[config.mk]
export PLATFORM = sky130hd
export DESIGN_NAME = vx_commit_arb
export DESIGN_NICKNAME = d
export VERILOG_FILES = /design/src/rtl/vx_gpu_pkg.sv /design/src/rtl/vx_commit_rr_arb.sv /design/src/rtl/vx_commit_arb.sv
export SDC_FILE = /design/constraint.sdc
export NUM_CORES = 1
export LEC_CHECK = 0
export ABC_AREA = 1
export BUFFER_PORTS_ARGS = -buffer_cell sky130_fd_sc_hd__buf_4
export CORE_AREA = 5 5 405 407
export DETAILED_ROUTE_END_ITERATION = 10
export DIE_AREA = 0 0 410 412
export SLEW_MARGIN = 20
export SYNTH_ARGS = -nofsm -noshare
export SYNTH_HDL_FRONTEND = slang
export SYNTH_SLANG_ARGS = --single-unit
[constraint.sdc]
create_clock -name clk -period 36.8 [get_ports clk]
set_input_delay 11.04 -clock clk [delete_from_list [all_inputs] [get_ports clk]]
set_output_delay 11.04 -clock clk [all_outputs]
set_load 0.05 [all_outputs]
[src/rtl/vx_gpu_pkg.sv]
// vx_gpu_pkg: commit payload type shared by the execute units and the commit arbiter
`ifndef NUM_THREADS
`define NUM_THREADS 4
`endif
package vx_gpu_pkg;
  localparam int NUM_THREADS = `NUM_THREADS;
  typedef struct packed {
    logic [31:0]               uuid;
    logic [1:0]                wid;
    logic [NUM_THREADS-1:0]    tmask;
    logic [31:0]               pc;
    logic                      wb;
    logic [4:0]                rd;
    logic [NUM_THREADS*32-1:0] data;
    logic                      sop;
    logic                      eop;
  } commit_data_t;
  localparam int COMMIT_DATAW = $bits(commit_data_t);
endpackage

[src/rtl/vx_commit_rr_arb.sv]
// vx_commit_rr_arb: round-robin commit grant that stays locked on a source until its eop packet is taken
module vx_commit_rr_arb #(
  parameter int N = 4,
  localparam int IW = N > 1 ? $clog2(N) : 1
) (
  input  logic          clk,
  input  logic          reset,
  input  logic [N-1:0]  valid,
  input  logic          fire,
  input  logic          eop,
  output logic [N-1:0]  grant,
  output logic [IW-1:0] idx
);
  logic [IW-1:0] ptr, lock_idx;
  logic lock, found;
  always_comb begin
    idx = lock_idx;
    found = lock;
    for (int k = 0; k < N; k++) begin
      if (!found && valid[(int'(ptr) + k) % N]) begin
        idx = IW'((int'(ptr) + k) % N);
        found = 1'b1;
      end
    end
    grant = '0;
    grant[idx] = found;
  end
  always_ff @(posedge clk or negedge reset) begin
    if (!reset) begin
      ptr <= '0;
      lock <= 1'b0;
      lock_idx <= '0;
    end else if (fire) begin
      ptr <= (idx == IW'(N - 1)) ? '0 : idx + 1'b1;
      lock <= !eop;
      lock_idx <= idx;
    end
  end
endmodule

[src/rtl/vx_commit_arb.sv]
// vx_commit_arb: arbitrates execute-unit commits into a 2-entry writeback FIFO.
// VX_COMMIT_PERF_EN adds the commit_cnt committed-thread counter.
module vx_commit_arb
  import vx_gpu_pkg::*;
#(
  parameter int NUM_SRCS  = 4,
  parameter int NUM_LANES = `NUM_THREADS
) (
  input  logic                             clk,
  input  logic                             reset,
  input  logic [NUM_SRCS-1:0]              in_valid,
  output logic [NUM_SRCS-1:0]              in_ready,
  input  logic [NUM_SRCS*COMMIT_DATAW-1:0] in_data,
  output logic                             out_valid,
  input  logic                             out_ready,
  output logic [COMMIT_DATAW-1:0]          out_data
`ifdef VX_COMMIT_PERF_EN
  ,
  output logic [63:0]                      commit_cnt
`endif
);
  localparam int IW = NUM_SRCS > 1 ? $clog2(NUM_SRCS) : 1;
  if (NUM_LANES != NUM_THREADS) begin : g_bad_lanes
    $error("NUM_LANES must equal NUM_THREADS");
  end
  logic [NUM_SRCS-1:0] grant;
  logic [IW-1:0] idx;
  commit_data_t sel, head;
  commit_data_t mem [2];
  logic rd_ptr, wr_ptr, push, pop;
  logic [1:0] occ;
  vx_commit_rr_arb #(.N(NUM_SRCS)) arb (
    .clk(clk), .reset(reset), .valid(in_valid), .fire(push), .eop(sel.eop),
    .grant(grant), .idx(idx)
  );
  assign sel = commit_data_t'(in_data[int'(idx)*COMMIT_DATAW +: COMMIT_DATAW]);
  // Acceptance depends only on FIFO space, never on out_ready
  assign in_ready = (reset && occ != 2'd2) ? grant : '0;
  assign push = |(in_valid & in_ready);
  assign pop = out_valid && out_ready;
  assign head = mem[rd_ptr];
  assign out_valid = occ != 2'd0;
  assign out_data = head;
  always_ff @(posedge clk or negedge reset) begin
    if (!reset) begin
      rd_ptr <= 1'b0;
      wr_ptr <= 1'b0;
      occ <= 2'd0;
    end else begin
      if (push) wr_ptr <= !wr_ptr;
      if (pop) rd_ptr <= !rd_ptr;
      occ <= occ + {1'b0, push} - {1'b0, pop};
    end
  end
  always_ff @(posedge clk) if (push) mem[wr_ptr] <= sel;
`ifdef VX_COMMIT_PERF_EN
  always_ff @(posedge clk or negedge reset) begin
    if (!reset) commit_cnt <= '0;
    else if (pop && head.eop) commit_cnt <= commit_cnt + 64'($countones(head.tmask[NUM_LANES-1:0]));
  end
`endif
endmodule

==> impl_metrics.json <==
{
  "status": "completed",
  "syn_avg_cell_area_um2": 9.14,
  "portBuffers": 1041,
  "cp_max_fo": 86,
  "netlist_area_um2": 22000,
  "start_util": 0.138,
  "path_delay_family": "simple AND/OR/NAND/NOR gates",
  "worst_path_max_delay_cell": "buf_4",
  "layout.nets": 4162,
  "rsz0062_at_grt": "false",
  "synth_cells": 2410,
  "worstPathCellList": "buf_4, nand2_1, nand3_2, nand2_2, nand2_4, nor2_8, nand2_2, nand2_1, nand3_2, nand2_8, buf_4, nor3_1, buf_4",
  "ant_nets": 0,
  "crit_path_max_incr_delay_ps": 570,
  "drc": 0,
  "die_x_um": 410,
  "htree_levels": 2,
  "antenna_found_initial": 18,
  "max_cap_violations": 0,
  "drive_above_1_share": 0.352,
  "drtIter0Drc": 1671,
  "placedInstanceArea_um2": 31800,
  "hold_class": "flip-flop to flip-flop",
  "hpwl_mm": 90.7,
  "cp_num_buf_inv": 3,
  "setup_tns_ps": 0,
  "cts_tree": "yes",
  "worst_pin_slew_ps": 1110,
  "yosysWarnings": 0,
  "pre_cts_slack_ps": 12280,
  "clockBufferDepth": 3,
  "grt_usage": 0.129,
  "multiInputGateArea_um2": 8400,
  "syn-num-nets": 3244,
  "worstSetupPathType": "input pin to primary output",
  "final_common_cell": "buf_4",
  "globalplace.congestion": 0.983,
  "overflow": 0,
  "finClkSkew_ps": 18.5,
  "cts_root_buf": "clkbuf_16",
  "grt_pass1_vias": 21700,
  "fin_crit_ps": 24480,
  "wl_mm": 117,
  "die_area_um2": 169000,
  "num_vias": 22200,
  "grt_pass1_wl_mm": 159,
  "synth_cell_types": 32,
  "required_ps": 25760,
  "clkSinkCount": 421,
  "layout_setup_ws_ps": 12320,
  "cts_buffers": 52,
  "timing.critical_path.mode_cell": "buf_4",
  "grt_max_degree": 142,
  "n_fill_cell": 17500,
  "drv_slew": 0,
  "ys_ff_latch": 421,
  "via_per_inst": 4.06,
  "finalSetupViolations": 0,
  "core_um2": 160000,
  "cts_hold_buf": 0,
  "hold_viol_final": 0,
  "wire_per_inst_um": 21.4,
  "cp-start-kind": "input pin",
  "ioPinCount": 1042,
  "ys.flop_type": "edfxtp_1",
  "postCtsSetupRepairBufs": 0,
  "insertion_delay_ps": 630,
  "max_slew_margin": 0.261,
  "die_h_um": 412,
  "regArea_um2": 12600,
  "worstPathArrival_ps": 13440,
  "std_cell_rows": 147,
  "synth_edf_count": 412,
  "max_freq_ghz": 0.0408,
  "fin_crit_sh": 0.665,
  "synthToLayoutAreaGrowth_pct": 52.5,
  "cts_resized": 0,
  "synthArstFlopShare": 0.0214,
  "cp-end-kind": "primary output",
  "fin_area_um2": 33600,
  "drt_first_pass_iters": 5,
  "ys_seq_area_frac": 0.572,
  "layout_common_cells": "1068 x buf_4, 675 x nand2_1, 423 x nand3_1",
  "path_clk_slew_ps": 50
}
[metal layers]
metal,global-route usage,wire (um)
met4,0.0387,3090
met3,0.0326,9250
met1,0.169,49900
met5,0,13
met2,0.208,54600
[path summary, 6_finish.rpt]
path	from	endpoint	slack, ps	cells past startpoint
hold reg to reg	arb.lock	arb.lock	490	2
hold / removal	arb.lock	arb.lock	490	2
min in group asynchronous	reset	arb.ptr[1]	10250	1
setup reg to reg	arb.ptr[0]	mem[0][142]	31270	17
max in group asynchronous	reset	rd_ptr	26400	1
setup / recovery	in_valid[3]	in_ready[2]	12320	13
[per-stage QoR]
step	instances	util	hold WS [ps]
finish	5461	0.210	492
global route	5456	0.210	538
CTS	5453	0.210	496
detailed placement	5360	0.199	475
global placement	5360	0.199	471
floorplan	2410	-	449
[cell usage after synthesis, types with 2 or more instances]
master	instances	area share
o21ai_0	202	0.046
buf_2	122	0.028
clkbuf_1	67	0.011
buf_6	3	0.0015
nand3_2	5	0.0023
clkbuf_2	2	0.00045
o211ai_1	205	0.070
nand2_2	13	0.0037
nand2_1	676	0.12
buf_1	3	0.00051
o21ai_1	4	0.00091
buf_4	9	0.0031
nand2_4	3	0.0015
edfxtp_1	412	0.56
ha_1	3	0.0017
nor3_1	3	0.00068
o21bai_1	6	0.0020
nand3_1	423	0.096
nor2_1	209	0.036
inv_1	16	0.0027
xnor2_1	2	0.00080
nand4_1	2	0.00057
dfrtp_1	9	0.010
inv_2	3	0.00051
[state kept, by name, summed over array words and instances, names as in the netlist]
name          flops
rd_ptr            1
wr_ptr            1
occ               2
mem             412
arb.lock          1
arb.lock_idx      2
arb.ptr           2
[layout make-up]
cell class,instances,area share
Antenna cell,8,0.000596
Clock buffer,57,0.0399
Clock inverter,36,0.0137
Inverter,21,0.00309
Multi-Input combinational cell,1762,0.250
Sequential cell,421,0.375
Tap cell,2086,0.0777
Timing Repair Buffer,1070,0.240
[worst register-to-register path, cell delays in order, from the launching register on]
cell and delay (ps):
dfrtp_1 620, inv_4 140, nand2_2 90, nand2_2 120
o21ai_0 360, nand3_2 180, nand2_1 120, nand2_2 110
nand2_8 400, ha_1 260, inv_1 40, nor2_1 350
nand2_1 110, nand2_2 180, o21bai_1 200, inv_8 430
buf_4 610, buf_4 750
[logic make-up after synthesis]
group | Yosys count | synth area share
and+or+nand+nor | 1338 | 0.258
DFF | 421 | 0.572
AOI/OAI and AO/OA | 418 | 0.119
buffers and inverters | 227 | 0.0484
xor gates and xnor gates | 3 | 0.00119
adders and majority gates | 3 | 0.00170
Power is left out: the tool's default activity adds up to more than one toggle a clock period on the data nets, which glitch-free logic cannot reach.
